### src/rtl/inst_fetch_if.sv
// inst_fetch_if: fetch-stage bus; master=inst_fetch (imem_req/imem_addr, inst_valid/inst/op/pc/pc_plus4), slave=imem + decoder (gnt/rvalid/rdata, inst_ready/branch/jump/zero)
interface inst_fetch_if #(parameter int PC_W = 32);
  logic imem_req;
  logic [PC_W-1:0] imem_addr;
  logic imem_gnt;
  logic imem_rvalid;
  logic [31:0] imem_rdata;
  logic inst_valid;
  logic inst_ready;
  logic [31:0] inst;
  logic [5:0] op;
  logic [PC_W-1:0] pc;
  logic [PC_W-1:0] pc_plus4;
  logic branch;
  logic jump;
  logic zero;
  modport master (
    output imem_req, imem_addr, inst_valid, inst, op, pc, pc_plus4,
    input imem_gnt, imem_rvalid, imem_rdata, inst_ready, branch, jump, zero
  );
  modport slave (
    input imem_req, imem_addr, inst_valid, inst, op, pc, pc_plus4,
    output imem_gnt, imem_rvalid, imem_rdata, inst_ready, branch, jump, zero
  );
endinterface

### src/rtl/inst_fetch.sv
// inst_fetch: PC + imem req/gnt/rvalid fetch FSM feeding the decoder; ports clk, rst (sync active-low), bus (inst_fetch_if.master)
module inst_fetch #(
  parameter int PC_W = 32,
  parameter logic [PC_W-1:0] RESET_PC = '0
) (
  input logic clk,
  input logic rst,
  inst_fetch_if.master bus
);
  typedef enum logic [1:0] {FETCH, WAIT, ISSUE} state_t;
  state_t state;
  logic [PC_W-1:0] pc, pc_plus4, next_pc;
  logic [31:0] inst;
  logic inst_valid, imem_req;
  assign pc_plus4 = pc + PC_W'(4);
  assign next_pc = bus.jump ? {pc_plus4[PC_W-1:28], inst[25:0], 2'b00}
                 : (bus.branch && bus.zero) ? pc_plus4 + {{(PC_W-18){inst[15]}}, inst[15:0], 2'b00}
                 : pc_plus4;
  always_ff @(posedge clk)
    if (!rst) begin
      state <= FETCH;
      pc <= RESET_PC;
      inst <= '0;
      inst_valid <= 1'b0;
      imem_req <= 1'b0;
    end else
      case (state)
        FETCH:
          if (imem_req && bus.imem_gnt) begin
            state <= WAIT;
            imem_req <= 1'b0;
          end else
            imem_req <= 1'b1;
        WAIT:
          if (bus.imem_rvalid) begin
            inst <= bus.imem_rdata;
            inst_valid <= 1'b1;
            state <= ISSUE;
          end
        ISSUE:
          if (bus.inst_ready) begin
            pc <= next_pc;
            inst_valid <= 1'b0;
            imem_req <= 1'b1;
            state <= FETCH;
          end
        default: state <= FETCH;
      endcase
  assign bus.imem_req = imem_req;
  assign bus.imem_addr = pc;
  assign bus.inst_valid = inst_valid;
  assign bus.inst = inst;
  assign bus.op = inst_valid ? inst[31:26] : 6'b111111;
  assign bus.pc = pc;
  assign bus.pc_plus4 = pc_plus4;
endmodule

### src/flat_wrapper.sv
// flat-port wrapper written by rule: the top's interface ports become plain ports
module inst_fetch_flat 
#(
  parameter int PC_W = 32,
  parameter logic [PC_W-1:0] RESET_PC = '0
)
  (clk, rst, bus_imem_req, bus_imem_addr, bus_inst_valid, bus_inst, bus_op, bus_pc, bus_pc_plus4, bus_imem_gnt, bus_imem_rvalid, bus_imem_rdata, bus_inst_ready, bus_branch, bus_jump, bus_zero);
  inst_fetch_if #(.PC_W(PC_W)) bus_i ();
  input logic clk;
  input logic rst;
  output wire logic [$bits(bus_i.imem_req)-1:0] bus_imem_req;
  output wire logic [$bits(bus_i.imem_addr)-1:0] bus_imem_addr;
  output wire logic [$bits(bus_i.inst_valid)-1:0] bus_inst_valid;
  output wire logic [$bits(bus_i.inst)-1:0] bus_inst;
  output wire logic [$bits(bus_i.op)-1:0] bus_op;
  output wire logic [$bits(bus_i.pc)-1:0] bus_pc;
  output wire logic [$bits(bus_i.pc_plus4)-1:0] bus_pc_plus4;
  input wire logic [$bits(bus_i.imem_gnt)-1:0] bus_imem_gnt;
  input wire logic [$bits(bus_i.imem_rvalid)-1:0] bus_imem_rvalid;
  input wire logic [$bits(bus_i.imem_rdata)-1:0] bus_imem_rdata;
  input wire logic [$bits(bus_i.inst_ready)-1:0] bus_inst_ready;
  input wire logic [$bits(bus_i.branch)-1:0] bus_branch;
  input wire logic [$bits(bus_i.jump)-1:0] bus_jump;
  input wire logic [$bits(bus_i.zero)-1:0] bus_zero;
  assign bus_imem_req = bus_i.imem_req;
  assign bus_imem_addr = bus_i.imem_addr;
  assign bus_inst_valid = bus_i.inst_valid;
  assign bus_inst = bus_i.inst;
  assign bus_op = bus_i.op;
  assign bus_pc = bus_i.pc;
  assign bus_pc_plus4 = bus_i.pc_plus4;
  assign bus_i.imem_gnt = bus_imem_gnt;
  assign bus_i.imem_rvalid = bus_imem_rvalid;
  assign bus_i.imem_rdata = bus_imem_rdata;
  assign bus_i.inst_ready = bus_inst_ready;
  assign bus_i.branch = bus_branch;
  assign bus_i.jump = bus_jump;
  assign bus_i.zero = bus_zero;
  inst_fetch #(.PC_W(PC_W), .RESET_PC(RESET_PC)) u_core (.clk(clk), .rst(rst), .bus(bus_i));
endmodule
### config.mk
export PLATFORM = sky130hd
export DESIGN_NAME = inst_fetch_flat
export DESIGN_NICKNAME = d
export VERILOG_FILES = /design/src/rtl/inst_fetch_if.sv /design/src/rtl/inst_fetch.sv /design/src/flat_wrapper.sv
export SDC_FILE = /design/constraint.sdc
export NUM_CORES = 1
export LEC_CHECK = 0
export ABC_CLOCK_PERIOD_IN_PS = 3400
export BUFFER_PORTS_ARGS = -buffer_cell sky130_fd_sc_hd__buf_2
export CAP_MARGIN = 10
export CORE_UTILIZATION = 47
export DETAILED_ROUTE_END_ITERATION = 8
export MAX_ROUTING_LAYER = met4
export PLACE_DENSITY = 0.77
export SETUP_SLACK_MARGIN = 0.1
export SYNTH_ARGS = -nofsm -noshare
export SYNTH_HDL_FRONTEND = slang
export SYNTH_SLANG_ARGS = --single-unit
export TNS_END_PERCENT = 50
### constraint.sdc
create_clock -name clk -period 3.4 [get_ports clk]
set_input_delay 0 -clock clk [delete_from_list [all_inputs] [get_ports clk]]
set_output_delay 0 -clock clk [all_outputs]
set_load 0.005 [all_outputs]
Word level (Yosys, flattened, before mapping)
Cells that the tools add are included.

word-level totals
  flip-flop bits (word level) = 68
  latch bits = 0
  bits in writable memories = 0
  bits in read-only memories = 0
  bits of input ports = 40
  output and inout bits = 136
  word-level logic and storage cells = 35
  memories = 0

cells by class
  add/subtract/negate cells = 2
  multipliers = 0
  div/mod/pow operators = 0
  order comparisons = 0
  equality and inequality tests = 5
  shifts and indexed selects = 0
  multiplexer cells = 13
  bitwise operators = 0
  reductions and logical operators = 10

operator list
  operator                 count
  $mux W32                 2
  $add A32 B3 Y32 const B  1
  $add A32 B32 Y32         1
  $mux W2                  3
  $mux W6                  1
  $pmux W2 S3              1
  $reduce_and A2 Y1        3
  $reduce_and A3 Y1        2
  $mux W1                  4
  $ne A2 B2 Y1 const B     2
  $pmux W1 S2              2
  $reduce_bool A2 Y1       2
  $eq A2 B1 Y1 const B     1
  $eq A2 B2 Y1 const B     1
  $logic_and A1 B1 Y1      2
  $logic_not A2 Y1         1
  $ne A2 B1 Y1 const B     1

Longest topological paths before layout
Gate-level depths: netlist (run 1).

  depth after elaboration = 4
  mapped depth = 16
  mapped depth without buffers = 15

Least setup slack after synthesis (run 1)
No wires, ideal clock.

  path kind = reg2reg
  from = register u_core.pc[2] (netlist: u_core.bus.imem_addr[2])
  to = register u_core.pc[31] (netlist: u_core.bus.imem_addr[31])
  arrival = 3.304 ns
  required time = 3.277 ns
  slack = -0.027 ns
  cell stages (with the launch flop) = 15
  path buffers = 0
  clock period less this slack = 3.427 ns
  cells stage by stage = dfxtp_1 -> ha_1 -> inv_1 -> nor4b_2 -> nand2_1 -> nor2_1 -> xor2_1 -> ha_1 -> a21oi_1 -> o21ai_0 -> a221oi_1 -> nor2_1 -> a211o_1 -> o21ai_1 -> nand3_1

on the way
  cells in the longest elaborated chain, start to end = 4

ends and longest elaborated chain
  what                      RTL line            text
  start: declaration        inst_fetch.sv:12    logic [PC_W-1:0] pc, pc_plus4, next_pc;
  start signal: assignment  inst_fetch.sv:42    pc <= next_pc;
  $add A32 B3 Y32           inst_fetch.sv:15    assign pc_plus4 = pc + PC_W'(4);
  via bus_pc_plus4[26]      flat_wrapper.sv:17  output wire logic [$bits(bus_i.pc_plus4)-1:0] bus_pc_plus4;
  $add A32 B32 Y32          inst_fetch.sv:17    : (bus.branch && bus.zero) ? pc_plus4 + {{(PC_W-18){inst[15]}}, inst[15:0], 2'b00}
  $mux W32                  inst_fetch.sv:17
  $mux W32                  inst_fetch.sv:16    assign next_pc = bus.jump ? {pc_plus4[PC_W-1:28], inst[25:0], 2'b00}

The timed path passes the listed nets, and every way through them passes these cells.
A chain may end at the register's enable or synchronous reset.

Worst setup path in the final report (run 1)
  from = register u_core.pc[4] (netlist: u_core.bus.imem_addr[4])
  to = register u_core.pc[29] (netlist: u_core.bus.imem_addr[29])

on the way
  cells in the longest elaborated chain, start to end = 4

ends and longest elaborated chain
  what               RTL line
  $add A32 B3 Y32 *  inst_fetch.sv:15
  $add A32 B32 Y32   inst_fetch.sv:17
  $mux W32           inst_fetch.sv:17
  $mux W32 *         inst_fetch.sv:16

Mark *: on every way between the ends. The rest lies on a longest branch, timed or not.

==> flow_summary.json, run 1 <==
{
  "routabilityCongestion": 1.01,
  "r2r_slack_ns": 0.17,
  "syn_avg_cell_area_um2": 7.67,
  "cts_sinks": 66,
  "wirelength_um": 19400,
  "outcome": "complete, but fails checks",
  "worstPathArrival_ns": 3.46,
  "ys_ff_latch": 66,
  "critPathLaunch": "u_core.bus.imem_addr[4]",
  "yosys_warnings": 0,
  "r2r_end": "u_core.bus.imem_addr[29]",
  "final_cell_count_no_fill": 1112,
  "grt_util_met2_pct": 49.4,
  "synth_seq_area_share_pct": 23.7,
  "finalHoldViolCount": 0,
  "die_h_um": 111,
  "rr_worst_depth": 11,
  "reg2reg_from": "u_core.bus.imem_addr[4]",
  "crit_path_end_kind": "register",
  "post-route-min-period_ns": 3.23,
  "htreeDepth": 3,
  "drive_above_1_share_pct": 32.9,
  "rows": 39,
  "synth_cell_type_count": 77,
  "finalSetupViolations": 0,
  "netlist_instances": 728,
  "cp-start-kind": "register",
  "tns_ns": 0,
  "core_um2": 11500,
  "max_cap_violations": 0,
  "final_cell_mix": "buf_2 (169), nand2_1 (139), buf_4 (84), dfxtp_1 (59), nor2_1 (41)",
  "io_pins": 176,
  "final_common_cell": "buf_2",
  "start_util_pct": 48.5,
  "drc": 14,
  "synth-edff-count": 0,
  "ir_drop_mv": 0.227,
  "syn_area_um2": 5580,
  "antenna_found_initial": 0,
  "crit_type": "reg2reg",
  "cp.required_ns": 3.63,
  "vias": 6374,
  "clk_latency_ns": 0.34,
  "relSlewSlack_pct": 58.1,
  "grt_usage_pct": 32.6,
  "cts.clk_slew.worst_paths_ns": 0.06,
  "max_freq_ghz": 0.310,
  "async_flop_share_pct": 0,
  "fin_crit_sh_pct": 94.9,
  "grt_pass1_vias": 5737,
  "critPathMaxFanout": 6,
  "cts_inserted_buffers": 9,
  "drt_pass1_iterations": 8,
  "area_growth_syn_to_layout_pct": 38.0,
  "placed_cell_area_um2": 6810,
  "hold_class": "in2reg",
  "clock_path_buffers": 2,
  "viasPerCell": 5.73,
  "nets": 1042,
  "grt_max_degree": 59,
  "dieArea_um2": 12300,
  "grt_overflow": 0,
  "cp-endpoint": "u_core.bus.imem_addr[29]",
  "total_power_mw": 2.17,
  "power.density_nw_per_um2": 282,
  "fin_worst_skew_ns": 0.00748,
  "slew_violations": 0,
  "ys.flop_type": "dfxtp_1",
  "tightest_slew_ns": 0.628,
  "n_antenna_cell": 0,
  "failed_checks": "design-rule violations",
  "fin_area_um2": 7700,
  "drtIter0Drc": 667,
  "wire_per_inst_um": 17.5,
  "dp_cells": 1051,
  "top_usage_layer": "met2",
  "die_w_um": 111,
  "clock-root-buffer": "clkbuf_16",
  "rsz0062_at_grt": "yes",
  "grt_use_met3_pct": 4.21,
  "grt_pass1_wl_um": 30800,
  "met1_usage_pct": 44.8,
  "ant_nets": 0,
  "dp_hpwl_um": 14000,
  "port_buffers": 169,
  "p_leak_nw": 3.74,
  "cts_tree": "done"
}
power by group:
group	leakage [nW]	internal, mW	switching (mW)
combinational	3.04	0.111	0.130
sequential	0.537	0.788	0.0165
clock	0.165	0.738	0.386
what timing repair did:
item                                    CTS  global route
buffers inserted                          1            10
pin swaps                                 1            17
hold endpoints to repair                 34             0
endpoints found under the setup margin    7            16
gates resized for setup                   4            23
hold buffers                             34             0
how the worst min path moves through the flow:
stage	start	endpoint	slack (ns)	depth (start not counted)
3_3_place_gp	bus_imem_rdata[28]	u_core.bus.inst[28]	0.25	3
6_report	bus_inst_ready	u_core.bus.imem_req	0.1	4
3_5_place_dp	bus_imem_rdata[5]	u_core.bus.inst[5]	0.26	3
2_1_floorplan	bus_imem_rdata[15]	u_core.bus.inst[15]	0.14	2
5_1_grt	bus_inst_ready	u_core.bus.imem_req	0.13	4
4_1_cts	bus_inst_ready	u_core.bus.imem_req	0.09	4
stage by stage:
step,utilization [%],hold slack [ns],setup WS [ns]
finish,66.9,0.0974,0.173
global route,66.9,0.125,-0.00192
CTS,65.4,0.0898,0.106
detailed placement,59.1,0.259,-0.0293
global placement,59.1,0.255,0.0533
floorplan,-,0.145,0.0975
registers in the layout (all words and copies together), names as in the netlist:
| name | cells |
|---|---|
| u_core.bus.imem_addr | 30 |
| u_core.bus.imem_req | 1 |
| u_core.bus.inst | 32 |
| u_core.bus.inst_valid | 1 |
| u_core.state | 2 |
routing by layer:
metal  vias up  routed length, um
met5         -                  0
met1      2943               8570
met2       342               8690
li1       3058                  -
met4         0                371
met3        31               1800
cells in the mapped netlist, types with 3 or more instances:
| cell type | instances | area (um2) |
|---|---|---|
| clkbuf_1 | 28 | 105 |
| and2_1 | 6 | 37.5 |
| dfxtp_1 | 66 | 1320 |
| a22oi_1 | 4 | 30.0 |
| and3_1 | 8 | 50.1 |
| a211oi_1 | 10 | 75.1 |
| nand3_1 | 18 | 90.1 |
| buf_4 | 37 | 278 |
| xor2_1 | 16 | 140 |
| nand4_1 | 16 | 100 |
| nand2b_1 | 7 | 43.8 |
| o21bai_1 | 4 | 30.0 |
| nand2_1 | 139 | 522 |
| a21boi_0 | 36 | 270 |
| xnor2_1 | 32 | 280 |
| nor2_1 | 42 | 158 |
| o221ai_1 | 4 | 35.0 |
| a21oi_1 | 38 | 190 |
| inv_1 | 12 | 45.0 |
| o211ai_1 | 9 | 67.6 |
| o21ai_0 | 35 | 175 |
| o21ai_1 | 8 | 40.0 |
| ha_1 | 37 | 463 |
| nor2b_1 | 6 | 37.5 |
| a211o_1 | 6 | 52.6 |
| and4_1 | 5 | 43.8 |
| or3_1 | 3 | 18.8 |
| a21o_1 | 13 | 97.6 |
| o21a_1 | 6 | 45.0 |
| a31oi_1 | 8 | 50.1 |
| nor3_1 | 9 | 45.0 |
worst max-delay path, stage by stage, from the launching register on:
cell       delay [ns]
dfxtp_2          0.32
and4_4           0.25
nand2_1          0.16
xnor2_1          0.33
ha_1             0.37
a21oi_1          0.28
nor2b_4          0.08
a2111oi_4        0.39
a21oi_4          0.15
a211oi_4         0.37
nand4_1          0.14
a32o_1           0.27
kinds of logic (layout without fill, tap and decap cells):
group | count (synthesis) | after routing | synth area share [%]
muxes | 1 | 1 | 0.202
adders and majority gates | 38 | 38 | 8.65
and+or+nand+nor | 278 | 278 | 24.0
other | 1 | 6 | 0.0672
xor gates and xnor gates | 48 | 48 | 7.53
DFF | 66 | 66 | 23.7
AOI/OAI and AO/OA | 216 | 216 | 28.0
buffers and inverters | 80 | 316 | 7.91
final cells by class:
class                   instances  area [um2]
inverters                      12        45.0
clock inverters                 6         114
well taps                     143         179
repair buffers                288        1830
flip-flops and latches         66        1330
multi-input cells             587        3970
clock buffers                  10         239
fillers                       991        3810
No activity file was read; power rests on OpenSTA's default activity.
==> inputs of run 2 (changes only) <==
--- a/config.mk
+++ b/config.mk
@@ -8,10 +8,12 @@
 export ABC_CLOCK_PERIOD_IN_PS = 3400
 export BUFFER_PORTS_ARGS = -buffer_cell sky130_fd_sc_hd__buf_2
 export CAP_MARGIN = 10
-export CORE_UTILIZATION = 47
+export CELL_PAD_IN_SITES_DETAIL_PLACEMENT = 1
+export CELL_PAD_IN_SITES_GLOBAL_PLACEMENT = 1
+export CORE_UTILIZATION = 34
 export DETAILED_ROUTE_END_ITERATION = 8
 export MAX_ROUTING_LAYER = met4
-export PLACE_DENSITY = 0.77
+export PLACE_DENSITY_LB_ADDON = 0.1
 export SETUP_SLACK_MARGIN = 0.1
 export SYNTH_ARGS = -nofsm -noshare
 export SYNTH_HDL_FRONTEND = slang
==> run 2 against run 1 <==
  * The run now ends clean
  * Global-route usage fell by 3.3 points
  * Register-to-register slack got worse by 0.11 ns
  * Sequential power is essentially flat
  * Non-clock buffer count is 34 higher
  * Clock skew barely moved
  * Critical path depth grew 1
  * Power is 5.1% lower
  * Clock power shrank 11%
  * Sequential cell count stayed put
  * Combinational power is 7% higher
  * Critical path type unchanged
  * Largest power group unchanged
  * Highest routed layer unchanged
==> flow_summary.json, run 2 (synthesized netlist as in run 1, its figures left out) <==
{
  "htreeDepth": 3,
  "max_cap_violations": 0,
  "die_h_um": 130,
  "final_cell_count_no_fill": 1219,
  "grt_usage_pct": 29.3,
  "cts_inserted_buffers": 9,
  "p_leak_nw": 4.03,
  "vias": 6511,
  "final_cell_mix": "buf_2 (169), nand2_1 (137), buf_4 (114), dfxtp_1 (57), nor2_1 (37)",
  "wire_per_inst_um": 19.6,
  "max_freq_ghz": 0.300,
  "clock_path_buffers": 2,
  "die_w_um": 130,
  "grt_pass1_wl_um": 36200,
  "fin_crit_sh_pct": 98.1,
  "drive_above_1_share_pct": 38.7,
  "total_power_mw": 2.06,
  "grt_overflow": 0,
  "hold_ws_ns": 0.0186,
  "drtIter0Drc": 298,
  "grt_pass1_vias": 6500,
  "hold_class": "in2reg",
  "power.density_nw_per_um2": 250,
  "cts_tree": "done",
  "largest_register_ffs": 32,
  "crit_type": "reg2reg",
  "critPathMaxFanout": 7,
  "antenna_found_initial": 0,
  "viasPerCell": 5.34,
  "rows": 46,
  "slew_violations": 0,
  "post-route-min-period_ns": 3.34,
  "dieArea_um2": 16900,
  "regMostFlops": "u_core.bus.inst",
  "worstPathArrival_ns": 3.58,
  "drt_pass1_iterations": 5,
  "placed_cell_area_um2": 7010,
  "fin_util_pct": 51.6,
  "routabilityCongestion": 0.964,
  "tns_ns": 0,
  "start_util_pct": 35.0,
  "wirelength_um": 23900,
  "finalSetupViolations": 0,
  "dp_hpwl_um": 17500,
  "final_common_cell": "buf_2",
  "crit_path_end_kind": "register",
  "ant_nets": 0,
  "cts.clk_slew.worst_paths_ns": 0.07,
  "dp_slack_ns": -0.204,
  "clock-root-buffer": "clkbuf_16",
  "port_buffers": 169,
  "setup_ws_ns": 0.0638,
  "cp-start-kind": "register",
  "dp_cells": 1138,
  "fin_area_um2": 8220,
  "core_um2": 15900,
  "tightest_slew_ns": 0.715,
  "cts_sinks": 66,
  "ir_drop_mv": 0.223,
  "nets": 1076,
  "rsz0062_at_grt": "yes",
  "n_antenna_cell": 0,
  "outcome": "complete, no violations",
  "io_pins": 176,
  "cp.required_ns": 3.65,
  "fin_worst_skew_ns": 0.00760,
  "grt_max_degree": 58,
  "drc": 0,
  "relSlewSlack_pct": 52.3,
  "finalHoldViolCount": 0,
  "area_growth_syn_to_layout_pct": 47.4,
  "clk_latency_ns": 0.35
}
run 2: cell types whose count changed in the layout (fill, tap and decap cells not counted), moves of 3 or more:
cell	before	now
nor2_1	41	37
nor2_2	0	3
xnor2_1	28	19
xnor2_2	4	13
clkinv_4	1	4
buf_6	1	6
a21oi_2	2	6
ha_2	1	4
ha_1	36	31
a21oi_1	36	32
buf_4	84	114
run 2: worst paths after layout:
| kind | to | slack (ns) | start | depth (start not counted) |
|---|---|---|---|---|
| min | u_core.bus.imem_req | 0.02 | bus_imem_gnt | 3 |
| max | u_core.bus.imem_addr[29] | 0.06 | u_core.bus.imem_addr[11] | 12 |
| max reg2reg | u_core.bus.imem_addr[29] | 0.06 | u_core.bus.imem_addr[11] | 12 |
| min reg2reg | u_core.bus.inst[15] | 0.49 | u_core.bus.inst[15] | 2 |
run 2: area by class of cell:
| type | instances | area (um2) |
|---|---|---|
| clock buffers | 9 | 225 |
| clock inverters | 7 | 78.8 |
| fillers | 2004 | 7720 |
| inverters | 12 | 45.0 |
| multi-input cells | 587 | 4170 |
| flip-flops and latches | 66 | 1330 |
| well taps | 216 | 270 |
| repair buffers | 322 | 2100 |
run 2: power by group:
part | switching (mW) | internal (mW)
Clock | 0.422 | 0.575
Combinational | 0.140 | 0.117
Sequential | 0.0170 | 0.788
run 2: routing by layer:
| layer | up-vias | wire length [um] | GRT usage [%] |
|---|---|---|---|
| met5 | - | 0 | - |
| met4 | 0 | 406 | 9.03 |
| met3 | 32 | 1060 | 3.32 |
| met2 | 199 | 11600 | 48.5 |
| met1 | 3172 | 10900 | 37.1 |
| li1 | 3108 | - | - |
run 2: critical path: stages (launching register included):
cell	delay, ns
dfxtp_2	0.33
nand4_1	0.21
or3_4	0.47
nor3_1	0.21
nand2_1	0.10
xnor2_1	0.15
ha_2	0.42
o211ai_1	0.18
nor2_1	0.22
a211oi_4	0.12
buf_4	0.15
or4_1	0.40
a32o_1	0.26
run 2: timing repair:
action	in CTS	in global routing
hold buffers	33	0
pin swaps	23	37
setup buffers	19	14
hold endpoints to repair	33	0
resized for setup	25	47
setup endpoints to repair	9	15
